[config.mk]
export PLATFORM = sky130hd
export DESIGN_NAME = flit_depacketizer
export DESIGN_NICKNAME = d
export VERILOG_FILES = /design/src/rtl/depkt_pkg.sv /design/src/rtl/flit_word_shifter.sv /design/src/rtl/flit_depacketizer.sv
export SDC_FILE = /design/constraint.sdc
export NUM_CORES = 1
export LEC_CHECK = 0
export CORE_ASPECT_RATIO = 1.4
export CORE_MARGIN = 1.5
export CORE_UTILIZATION = 46
export DETAILED_ROUTE_END_ITERATION = 8
export PLACE_DENSITY = 0.91
export SETUP_SLACK_MARGIN = 0.02
export SYNTH_ARGS = -nofsm -noshare
export SYNTH_HDL_FRONTEND = slang
export SYNTH_SLANG_ARGS = --single-unit
[constraint.sdc]
create_clock -name clk -period 3 [get_ports clk]
set_clock_uncertainty 0.2 [all_clocks]
set_input_delay 0.3 -clock clk [delete_from_list [all_inputs] [get_ports clk]]
set_output_delay 0.3 -clock clk [all_outputs]
set_load 0.005 [all_outputs]
[src/rtl/depkt_pkg.sv]
// Shared types, error codes and flit field helpers for the flit depacketizer.
package depkt_pkg;

  typedef enum logic [1:0] {
    FT_HEAD_TAIL = 2'b00,
    FT_HEAD      = 2'b01,
    FT_BODY      = 2'b10,
    FT_TAIL      = 2'b11
  } flit_type_e;

  localparam logic [1:0] ERR_NONE        = 2'b00;
  localparam logic [1:0] ERR_ORPHAN      = 2'b01;
  localparam logic [1:0] ERR_HEAD_IN_PKT = 2'b10;
  localparam logic [1:0] ERR_BAD_CNT     = 2'b11;

  function automatic int pay_w(int dw, int words);
    return dw * words;
  endfunction

  function automatic int hdr_w(int fw, int dw, int words);
    return fw - 2 - dw * words;
  endfunction

  function automatic int cnt_w(int words);
    return $clog2(words) + 1;
  endfunction

endpackage

[src/rtl/flit_word_shifter.sv]
// Holds one flit payload and emits its valid words in order
// over a valid/ready handshake.
module flit_word_shifter #(
  parameter int DATA_W = 16,
  parameter int WORDS  = 2,
  parameter int CNT_W  = 2
) (
  input  logic                    clk,
  input  logic                    reset,
  input  logic                    load,
  input  logic [WORDS*DATA_W-1:0] load_data,
  input  logic [CNT_W-1:0]        load_cnt,
  input  logic                    load_last,
  output logic                    free,
  output logic [DATA_W-1:0]       out_data,
  output logic                    out_last,
  output logic                    out_valid,
  input  logic                    out_ready
);

  logic [WORDS*DATA_W-1:0] data_q;
  logic [CNT_W-1:0]        idx_q;
  logic [CNT_W-1:0]        cnt_q;
  logic                    last_q;
  logic                    valid_q;
  logic                    at_end;

  assign at_end    = (idx_q == cnt_q - 1'b1);
  assign free      = !valid_q || (out_ready && at_end);
  assign out_valid = valid_q;
  assign out_data  = data_q[idx_q*DATA_W +: DATA_W];
  assign out_last  = valid_q && last_q && at_end;

  always_ff @(posedge clk or posedge reset) begin
    if (reset) begin
      data_q  <= '0;
      idx_q   <= '0;
      cnt_q   <= '0;
      last_q  <= 1'b0;
      valid_q <= 1'b0;
    end else if (load) begin
      data_q  <= load_data;
      idx_q   <= '0;
      cnt_q   <= load_cnt;
      last_q  <= load_last;
      valid_q <= 1'b1;
    end else if (valid_q && out_ready) begin
      if (at_end) valid_q <= 1'b0;
      else        idx_q   <= idx_q + 1'b1;
    end
  end

endmodule

[src/rtl/flit_depacketizer.sv]
// Receive-side flit depacketizer: framing check, header latch, word serialiser.
// Optional DEPKT_STATS_EN adds packet and error counters.
module flit_depacketizer
  import depkt_pkg::*;
#(
  parameter int FLIT_W = 48,
  parameter int DATA_W = 16,
  parameter int WORDS  = 2,
  localparam int HDR_W = hdr_w(FLIT_W, DATA_W, WORDS)
) (
  input  logic              clk,
  input  logic              reset,
  input  logic [FLIT_W-1:0] in_flit,
  input  logic              in_valid,
  output logic              in_ready,
  output logic [DATA_W-1:0] out_data,
  output logic [HDR_W-1:0]  out_hdr,
  output logic              out_last,
  output logic              out_valid,
  input  logic              out_ready,
  output logic              err_pulse,
  output logic [1:0]        err_code
`ifdef DEPKT_STATS_EN
  ,
  output logic [31:0]       pkt_count,
  output logic [15:0]       err_count
`endif
);

  localparam int PW = pay_w(DATA_W, WORDS);
  localparam int CW = cnt_w(WORDS);
  localparam logic [CW-1:0] MAX_CNT = CW'(WORDS);

  if (HDR_W < CW) begin : g_cfg_err
    $error("flit_depacketizer: header too narrow for count");
  end

  typedef enum logic {IDLE, IN_PKT} state_e;

  state_e           state_q, state_d;
  flit_type_e       ftype;
  logic [HDR_W-1:0] hdr_f;
  logic [CW-1:0]    raw_cnt;
  logic [CW-1:0]    load_cnt;
  logic             has_cnt;
  logic             bad_cnt;
  logic             accept;
  logic             drop;
  logic             hdr_ld;
  logic [1:0]       err_d;
  logic [HDR_W-1:0] hdr_q;

  assign ftype   = flit_type_e'(in_flit[FLIT_W-1 -: 2]);
  assign hdr_f   = in_flit[PW +: HDR_W];
  assign raw_cnt = hdr_f[CW-1:0];
  assign has_cnt = (ftype == FT_HEAD_TAIL) || (ftype == FT_TAIL);
  assign bad_cnt = has_cnt && (raw_cnt == '0 || raw_cnt > MAX_CNT);
  assign load_cnt = (has_cnt && !bad_cnt) ? raw_cnt : MAX_CNT;
  assign accept  = in_valid && in_ready;

  always_comb begin
    state_d = state_q;
    drop    = 1'b0;
    hdr_ld  = 1'b0;
    err_d   = ERR_NONE;
    if (accept) begin
      unique case (state_q)
        IDLE: begin
          unique case (ftype)
            FT_HEAD: begin
              state_d = IN_PKT;
              hdr_ld  = 1'b1;
            end
            FT_HEAD_TAIL: hdr_ld = 1'b1;
            default: begin
              drop  = 1'b1;
              err_d = ERR_ORPHAN;
            end
          endcase
        end
        IN_PKT: begin
          unique case (ftype)
            FT_BODY: state_d = IN_PKT;
            FT_TAIL: state_d = IDLE;
            FT_HEAD: begin
              hdr_ld = 1'b1;
              err_d  = ERR_HEAD_IN_PKT;
            end
            FT_HEAD_TAIL: begin
              state_d = IDLE;
              hdr_ld  = 1'b1;
              err_d   = ERR_HEAD_IN_PKT;
            end
          endcase
        end
      endcase
      // framing errors take priority over a bad count
      if (!drop && err_d == ERR_NONE && bad_cnt)
        err_d = ERR_BAD_CNT;
    end
  end

  always_ff @(posedge clk or posedge reset) begin
    if (reset) begin
      state_q   <= IDLE;
      hdr_q     <= '0;
      err_pulse <= 1'b0;
      err_code  <= ERR_NONE;
    end else begin
      state_q   <= state_d;
      err_pulse <= (err_d != ERR_NONE);
      if (hdr_ld) hdr_q <= hdr_f;
      if (err_d != ERR_NONE) err_code <= err_d;
    end
  end

  assign out_hdr = hdr_q;

  flit_word_shifter #(
    .DATA_W (DATA_W),
    .WORDS  (WORDS),
    .CNT_W  (CW)
  ) u_shifter (
    .clk       (clk),
    .reset     (reset),
    .load      (accept && !drop),
    .load_data (in_flit[PW-1:0]),
    .load_cnt  (load_cnt),
    .load_last (has_cnt),
    .free      (in_ready),
    .out_data  (out_data),
    .out_last  (out_last),
    .out_valid (out_valid),
    .out_ready (out_ready)
  );

`ifdef DEPKT_STATS_EN
  always_ff @(posedge clk or posedge reset) begin
    if (reset) begin
      pkt_count <= '0;
      err_count <= '0;
    end else begin
      if (out_valid && out_ready && out_last)
        pkt_count <= pkt_count + 1'b1;
      if (err_pulse && err_count != 16'hFFFF)
        err_count <= err_count + 1'b1;
    end
  end
`endif

endmodule

# Word-level counts from Yosys, hierarchy flattened
# Index checks and enable logic that the tools add are counted.
# W data, S select, Z words.
# word_totals
ff_bits,56
out_inout_bits,36
wordCells,67
# classes
n_addsub,2
magnitude_cmp,1
n_eq_ne,4
shifts,1
mux,22
bitwise,1
reduce_logical,27
# op_table
cell,count
$shiftx A32 B7 Y16,1
$mux W2,8
$mux W1,12
$logic_and A1 B1 Y1,10
$logic_not A2 Y1,3
$reduce_bool A2 Y1,3
$logic_not A1 Y1,4
$pmux W2 S2,1
$reduce_and A2 Y1,2
$reduce_or A2 Y1,2
$logic_or A1 B1 Y1,3
$add A2 B1 Y2 const B,1
$eq A2 B1 Y1 const B,1
$eq A2 B2 Y1,1
$eq A2 B2 Y1 const B,1
$gt A2 B2 Y1 const B,1
$ne A2 B1 Y1 const B,1
$pmux W1 S2,1
$sub A2 B1 Y2 const B,1
$not A1 Y1,1

# Depth between registers and ports, before layout
# logic_depth
ltp_word,12
depth_mapped,10
depth_no_buf,8

# By module
# Synthesis repeated with hierarchy kept, for this count alone.
# hier_totals
cells_unflattened,196
area_unflattened_um2,2611.3
# by_module_without_submodules
mod,instances,cells_per_inst,area_each_um2,seq_area_each_um2
flit_word_shifter,1,133,1762.9,950.9
flit_depacketizer,1,63,848.3,450.4

# Worst setup path before layout
# No wires, ideal clock.
# synth_path
path_kind,register -> register
start,register u_shifter.idx_q[1]
end,register u_shifter.cnt_q[1]
setup_time_ns,0.125
t_arrival_ns,1.782
required_time_ns,2.675
setup_slack_ns,0.892
stages_incl_launch_ff,8
path_cell_list,dfrtp_1 -> buf_6 -> xnor2_4 -> mux2i_4 -> o211a_1 -> buf_6 -> buf_6 -> mux2_4
# synth_between
elab_chain_cells,7
# synth_lines
item,line_no,source
start: declaration,flit_word_shifter.sv:22,logic [CNT_W-1:0] idx_q;
start signal: assignment,flit_word_shifter.sv:49,else idx_q <= idx_q + 1'b1;
$eq A2 B2 Y1 (*),flit_word_shifter.sv:28,assign at_end = (idx_q == cnt_q - 1'b1);
$logic_and A1 B1 Y1 (*),flit_word_shifter.sv:29,assign free = !valid_q || (out_ready && at_end);
$logic_or A1 B1 Y1 (*),flit_word_shifter.sv:29,
$logic_and A1 B1 Y1 (*),flit_depacketizer.sv:59,assign accept = in_valid && in_ready;
$mux W1,flit_depacketizer.sv:66,if (accept) begin
$logic_not A1 Y1,flit_depacketizer.sv:126,".load (accept && !drop),"
$logic_and A1 B1 Y1 (*),flit_depacketizer.sv:126,
end signal: assignment,flit_word_shifter.sv:44,cnt_q <= load_cnt;
end: declaration,flit_word_shifter.sv:23,logic [CNT_W-1:0] cnt_q;
# Every way passes the cells marked *; elsewhere a longest branch is shown, timed or not.
# A chain may end at the register's enable or synchronous reset.

# Worst setup path after layout
# layout_path
start,register u_shifter.cnt_q[1]
end,output in_ready
# layout_between
elab_chain_cells,4
# layout_lines
item,line_no,source
$sub A2 B1 Y2,flit_word_shifter.sv:28,
$eq A2 B2 Y1,flit_word_shifter.sv:28,
$logic_and A1 B1 Y1,flit_word_shifter.sv:29,
$logic_or A1 B1 Y1,flit_word_shifter.sv:29,
end: declaration,flit_depacketizer.sv:15,"output logic in_ready,"
# Every way passes these cells.

==> impl_metrics.ini <==
[logic_synthesis]
async_flop_share = 1.00
synth_nets = 255
postSynthAreaPerCell_um2 = 13.7
synth_edf_count = 0
synth_area_um2 = 2720
ys_ff_latch = 56
yosys.area.top_type = dfrtp_1
synth_cells = 199
synth_flop_cell = dfrtp_1
ys_warn_count = 0
synth_area_leaders = dfrtp_1, mux2_4, mux2_2
synth_top_area_share = 0.516
ys_seq_area_frac = 0.516
synth_most_common_cell = dfrtp_1
synth_cell_types = 33
ys_top_cells_by_count = dfrtp_1, mux2_4, mux2_2

[global_routing]
antenna_found_initial = 0
grt_first_pass_wirelength_um = 8830
grt_pass1_vias = 1879
grt_max_degree = 38
track_usage = 0.183
overflow = 0

[sta]
setup_slack_ns = 0.372
slew_headroom = 0.508
fmax_mhz = 380
finalSetupViolCount = 0
report.final.slew_viol_count = 0
rsz0062_at_grt = no
tightest_slew_ns = 0.735
fin_crit_ns = 2.63
fin_setup_tns_ns = 0
hold_violations = 0
period_share = 0.876

[setup_path]
endpoint_kind = output port
worstSetupPathType = reg2out
critical_path.startpoint_type = flop
required_ns = 2.50
critical_path.max_fanout = 6
cp.arrival_ns = 2.13

[final_layout]
fillers = 437
postLayoutCoreUtil = 0.668
fin_nets = 343
diodes = 0
drive_gt1_frac = 0.236
areaGrowthSynthToFinish_pct = 37.8

[drt]
wl_met2_um = 2590
top_layer = met4
first_pass_iters = 4
vias_per_cell = 5.06
wl_met3_um = 352
num_vias = 1803
drc = 0
wl_met1_um = 2180
wire_per_inst_um = 14.7
drt_iter0_markers = 55
final_antenna_net_count = 0
wl_um = 5220

[clock_network]
insertion_delay_ns = 0.31
cts_sinks = 56
cts_hold_buf = 0
cts.path.max_buffers = 2
ctsResizeCount = 0
cts_tree = done
clk_pin_slew_ns = 0.10
cts_made_buffers = 5
cts_setup_buffers = 0
h-tree-depth = 2
cts_root_buffer = clkbuf_8

[placed_design]
port_buffers = 87
dp_slack_ns = 0.346
dp_hpwl_um = 3810
gp_congestion = 0.752

[power]
leakage_nw = 1.66
pwr_density_cell_nw_per_um2 = 969
total_power_mw = 3.63
ir_drop_v = 0.000480

[job]
maxCapViolations = 0

[floorplanning]
dieArea_um2 = 6380
fp.dieW_um = 68.0
io_pins = 88
rows = 32
core_area_um2 = 5610
die_height_um = 93.9
start_util = 0.485

[run_status]
status = finished clean

[worst_hold_path]
min_path_type = in2async
-- final timing paths --
| check | slack, ns | startpoint | cells past startpoint | endpoint |
|---|---|---|---|---|
| max | 0.37 | u_shifter.cnt_q[1] | 4 | in_ready |
| min | 0.18 | reset | 2 | out_hdr[13] |
| max reg2reg | 0.74 | u_shifter.cnt_q[1] | 5 | u_shifter.data_q[3] |
| min reg2reg | 0.30 | err_code[0] | 1 | err_code[0] |
| max in group asynchronous | 1.86 | reset | 3 | u_shifter.data_q[23] |
| min in group clk | 0.30 | err_code[0] | 1 | err_code[0] |
-- cells in the final DEF (no fill, tap or decap), drive strengths merged --
cell	count
dfrtp	56
o311a	1
a211oi	1
xnor2	2
inv	11
nor3b	1
a21bo	2
nand3	1
clkdlybuf4s50	87
clkinv	2
nand2b	1
or2	1
nor2	19
and3	1
nand4	1
a32o	1
o21ai	2
nand3b	2
o211a	1
nand2	4
a21oi	3
o211ai	2
ha	4
mux2i	19
buf	5
o221ai	2
clkbuf	6
nor3	1
nor2b	2
mux2	47
-- power by group --
part / total [mW] / internal (mW) / leakage [nW] / switching, mW
clock network: 0.413 / 0.185 / 0.0510 / 0.229
registers: 1.36 / 1.13 / 0.666 / 0.228
logic: 1.86 / 1.24 / 0.946 / 0.619
-- registers in the layout, summed over array words and instances, names as in the netlist --
name	count
u_shifter.data_q	32
out_hdr	14
err_code	2
u_shifter.cnt_q	2
u_shifter.idx_q	2
err_pulse	1
state_q	1
u_shifter.last_q	1
u_shifter.out_valid	1
-- cell families (layout without fill, tap and decap cells) --
logic type      Yosys count  count (layout)  synth area share
compound gates           15              15            0.0442
xor+xnor                  2               2            0.0134
fa+ha+maj                 4               4            0.0184
buf+inv                  22             111            0.0456
flops                    56              56             0.516
mux                      66              66             0.305
simple gates             34              34            0.0576
-- stage by stage --
| stage | instances | hold slack, ns | cell area [µm²] |
|---|---|---|---|
| after floorplan | 199 | 0.248 | 2720 |
| after global placement | 348 | 0.278 | 3650 |
| after detailed placement | 348 | 0.285 | 3650 |
| after CTS | 356 | 0.199 | 3750 |
| after global routing | 356 | 0.255 | 3750 |
| final | 356 | 0.175 | 3750 |
-- cell type report --
type,count,area [µm²],area share
Clock buffer,6,82.6,0.0220
Multi-Input combinational cell,121,1190,0.318
Tap cell,68,85.1,0.0227
Sequential cell,56,1400,0.374
Timing Repair Buffer,92,933,0.249
Clock inverter,2,10.0,0.00267
Inverter,11,41.3,0.0110
-- critical path, cell delays in order, from the launching register on --
cell and delay, ns:
dfrtp_1 0.47, xnor2_4 0.24, mux2i_4 0.36, nand2b_1 0.23, clkdlybuf4s50_1 0.53
-- routing by layer --
layer | vias up | track usage
met5 | - | 0
li1 | 860 | -
met2 | 58 | 0.302
met3 | 7 | 0.0540
met4 | 0 | 0.0567
met1 | 878 | 0.226
Power figures use the tool's default switching activity.
==> RTL edit 1 (same settings) <==
Add a define of `DEPKT_STATS_EN`.
--- a/src/rtl/flit_depacketizer.sv
+++ b/src/rtl/flit_depacketizer.sv
@@ -1,4 +1,6 @@
 // Receive-side flit depacketizer: framing check, header latch, word serialiser.
 // Optional DEPKT_STATS_EN adds packet and error counters.
+`define DEPKT_STATS_EN
+
 module flit_depacketizer
   import depkt_pkg::*;
Function (old outputs only; new: err_count and pkt_count): kept (equiv_simple and equiv_induct, registers matched by name and starting in step).
==> RTL edit 1 against the unedited design <==
- sequential cell count grew 48
- register-to-register slack lost 510 ps
- wire length grew 94%
- die area grew 72%
- core utilization shrank 0.56 points
- power grew 46%
- clock power grew to 2.7 times the old value
- area after synthesis grew 75%
- design area grew 76%
- global-route usage grew 1.2 points
- setup slack lost 150 ps
- critical path type is now primary input to register
- critical endpoint is now u_shifter.data_q[15]$_DFFE_PP0P_
==> RTL edit 1: results (changes against the unedited design) <==
[detailed_routing]
dr_wl_met3_um=495  ; was 352 um
routed_via_density=5.20  ; was 5.06
first_iter_violations=128  ; was 55

[timing]
max_freq_mhz=359  ; was 380 MHz
hold_slack_ps=261  ; was 175 ps

[place]
dp_worst_setup_slack_ps=-166  ; was 346 ps
dpl_cell_area_um2=6310  ; was 3650 um^2
dpl.hpwl_um=7350  ; was 3810 um
dp.cells=669  ; was 348
gp_congestion=0.797  ; was 0.752

[global_routing]
met3_usage_pct=4.34  ; was 5.40%
grt_pass1_vias=3588  ; was 1879
grt_use_total_pct=19.5  ; was 18.3%
gr-usage-met1_pct=23.9  ; was 22.6%

[cts]
cts_buffers=9  ; was 5
worstSkewPairLatency_ps=330  ; was 310 ps
path_clk_slew_ps=60  ; was 100 ps
cts-root-buf=clkbuf_16  ; was clkbuf_8

[yosys]
ys_top_cells_by_area=dfrtp_1 55%, mux2_2 11%, xnor2_1 5.3%  ; was dfrtp_1 52%, mux2_4 14%, mux2_2 8.7%
synth_xor_xnor_area_share_pct=8.45  ; was 1.34%
synth-seq-area-share_pct=54.8  ; was 51.6%
syn_nets=460  ; was 255
muxShareOfSynthArea_pct=15.2  ; was 30.5%
synth.top_cells.by_count=104 x dfrtp_1, 47 x mux2_2, 40 x nor2_1  ; was 56 x dfrtp_1, 26 x mux2_4, 21 x mux2_2

[pwr]
swShare_pct=29.2  ; was 29.6%
vdd_drop_max_uv=620  ; was 480 uV

[setup_path]
startpoint=in_flit[46]  ; was u_shifter.cnt_q[1]$_DFFE_PP0P_
reg2reg_to=u_shifter.data_q[15]$_DFFE_PP0P_  ; was u_shifter.data_q[3]$_DFFE_PP0P_
cp_slowest_cell=a21oi_4  ; was clkdlybuf4s50_1
r2r_cells=4  ; was 5
critical_path.max_fanout=38  ; was 6

[run_status]
outcome=finished clean  ; unchanged

[finish]
nets=603  ; was 343
drive_gt1_share_pct=14.7  ; was 23.6%

RTL edit 1: cell count changes in the layout (fill, tap and decap cells not counted), moves of 9 or more:
cell / delta
xor2_1: +15
mux2_2: +26
clkbuf_16: +9
xnor2_1: +28
nand2_1: +17
mux2_4: -25
clkdlybuf4s50_1: +48
dfrtp_1: +48
nand3_1: +22
nand4_1: +10
nor2_1: +21
RTL edit 1: power by group through the flow:
stage	registers (mW)	logic, mW	clock network [mW]
3_3_place_gp	2.15	2.01	0
3_5_place_dp	2.18	2.07	0
6_report	2.16	2.05	1.10
4_1_cts	2.16	2.08	1.13
5_1_grt	2.23	2.24	1.18
2_1_floorplan	2.10	1.10	0
RTL edit 1: layout make-up:
class / count / area (um^2) / area share [%]
sequential: 104 / 2600 / 39.5
multi-input combinational: 273 / 2060 / 31.2
timing repair buffer: 144 / 1430 / 21.7
clock buffer: 13 / 270 / 4.10
tap: 135 / 169 / 2.56
inverter: 13 / 52.6 / 0.797
clock inverter: 3 / 15.0 / 0.228
==> RTL edit 2 (same flow settings) <==
Made on the original files. Remove the register `err_pulse`: a continuous assignment takes its place, so the output `err_pulse` follows one clock earlier.
--- a/src/rtl/flit_depacketizer.sv
+++ b/src/rtl/flit_depacketizer.sv
@@ -105,13 +105,13 @@
       state_q   <= IDLE;
       hdr_q     <= '0;
-      err_pulse <= 1'b0;
       err_code  <= ERR_NONE;
     end else begin
       state_q   <= state_d;
-      err_pulse <= (err_d != ERR_NONE);
       if (hdr_ld) hdr_q <= hdr_f;
       if (err_d != ERR_NONE) err_code <= err_d;
     end
   end
+
+  assign err_pulse = (err_d != ERR_NONE);
 
   assign out_hdr = hdr_q;
Function: changed (Yosys sat finds a counterexample within 4 cycles, from zero or initial values and one cycle with reset high).
==> RTL edit 2 against the unedited design <==
- largest power group unchanged
- first-iteration DRC count increased by 64%
- clock power decreased by 4%
- design area decreased by 0.84%
- power decreased by 0.25%
- wire length increased by 8.7%
- sequential share of layout area decreased by 0.36 points
- sequential cell count decreased by 1
- setup slack got worse by 200 ps
- register-to-register slack about the same
- area after synthesis decreased by 0.92%
==> RTL edit 2: results (changes against the unedited design) <==
[run_status]
outcome=finished clean  ; unchanged

[yosys]
synth_ff_type=dfrtp_1  ; unchanged
muxShareOfSynthArea_pct=30.8  ; was 30.5%
yosys.area_share.adder_pct=1.86  ; was 1.84%
syn_nets=254  ; was 255
synth_xor_xnor_area_share_pct=1.35  ; was 1.34%
ys_top_cells_by_area=dfrtp_1 51%, mux2_4 14%, mux2_2 8.8%  ; was dfrtp_1 52%, mux2_4 14%, mux2_2 8.7%
synth-seq-area-share_pct=51.1  ; was 51.6%
synth_compound_area_share_pct=4.46  ; was 4.42%
synth.top_cells.by_count=55 x dfrtp_1, 26 x mux2_4, 21 x mux2_2  ; was 56 x dfrtp_1, 26 x mux2_4, 21 x mux2_2

[setup_path]
worst_ep_arrival_time_ps=2330  ; was 2130 ps
startpoint_type=primary input  ; was register
cp_top_family=buffers and inverters  ; unchanged
critical_path.max_fanout=2  ; was 6
reg2reg_to=u_shifter.data_q[1]$_DFFE_PP0P_  ; was u_shifter.data_q[3]$_DFFE_PP0P_
cp_slowest_stage_delay_ps=490  ; was 530 ps
r2r_cells=5  ; unchanged
r2r-start=u_shifter.idx_q[1]$_DFFE_PP0P_  ; was u_shifter.cnt_q[1]$_DFFE_PP0P_

[global_routing]
grt_max_degree=56  ; was 38
grt_use_total_pct=19.6  ; was 18.3%
grt_first_pass_wirelength_um=9290  ; was 8830 um
grt_pass1_vias=1957  ; was 1879

[finish]
top_register=u_shifter.data_q  ; unchanged
drive_gt1_share_pct=23.9  ; was 23.6%
nets=344  ; was 343
nFillCells=406  ; was 437
area_delta_synth_final_pct=38.0  ; was 37.8%

[detailed_routing]
dr_wl_met3_um=169  ; was 352 um
dr_wl_met2_um=3190  ; was 2590 um
first_iter_violations=90  ; was 55
top_layer_used=met4  ; unchanged
wl_per_cell_um=15.9  ; was 14.7 um
wirelength_met1_um=2190  ; was 2180 um
routed_via_density=5.11  ; was 5.06

[cts]
post-cts-setup-buffers=0  ; unchanged

[place]
gp_congestion=0.788  ; was 0.752
dpl.hpwl_um=4140  ; was 3810 um
dpl_cell_area_um2=3630  ; was 3650 um^2

[timing]
tightest_slew_ps=762  ; was 735 ps
fin_setup_tns_ps=0  ; unchanged
hold_slack_ps=285  ; was 175 ps

[pwr]
vdd_drop_max_uv=471  ; was 480 uV
power_leakage_nw=1.65  ; was 1.66 nW
p_int_mw=2.52  ; was 2.56 mW

==> RTL edit 2: cell count changes after synthesis <==
cell     delta
dfrtp_1     -1
==> RTL edit 2: final cells by class <==
class	instances	area (um^2)	area share, %
sequential	55	1380	37.0
inverter	11	41.3	1.11
clock inverter	2	12.5	0.337
timing repair buffer	94	935	25.2
clock buffer	6	72.6	1.95
multi-input combinational	121	1190	32.1
tap	68	85.1	2.29
==> RTL edit 2: power groups by stage <==
stage / Clock, mW / Combinational, mW / Sequential (mW)
after detailed placement: 0 / 1.91 / 1.35
final: 0.397 / 1.89 / 1.34
after CTS: 0.412 / 1.91 / 1.34
after floorplan: 0 / 1.09 / 1.30
after global placement: 0 / 1.86 / 1.33
after global routing: 0.441 / 2.04 / 1.38
==> RTL edit 2: layer usage <==
metal | track usage, % | up-vias
met4 | 7.48 | 0
met3 | 3.85 | 8
met1 | 23.1 | 910
met5 | 0 | -
met2 | 34.2 | 50
li1 | - | 858
==> RTL edit 2: how the worst max path moves through the flow <==
stage	from	endpoint	slack, ps	depth (start not counted)
2_1_floorplan	u_shifter.idx_q[1]$_DFFE_PP0P_	u_shifter.cnt_q[1]$_DFFE_PP0P_	890	7
3_3_place_gp	in_flit[46]	err_pulse	30	8
3_5_place_dp	in_flit[46]	err_pulse	-20	8
4_1_cts	in_flit[46]	err_pulse	170	8
5_1_grt	in_flit[46]	err_pulse	100	8
6_report	in_flit[46]	err_pulse	170	8
==> RTL edit 2: per-stage QoR <==
stage	worst slack, ps	std cells
after global routing	100	357
after floorplan	892	198
after CTS	170	357
final	172	357
after detailed placement	-16.2	349
after global placement	32.3	349
==> RTL edit 2: what timing repair did <==
action | in CTS | in global routing
resized for setup | 1 | 0
setup endpoints to repair | 1 | 0
hold buffers | 0 | 0
endpoints found under the hold margin | 0 | 0
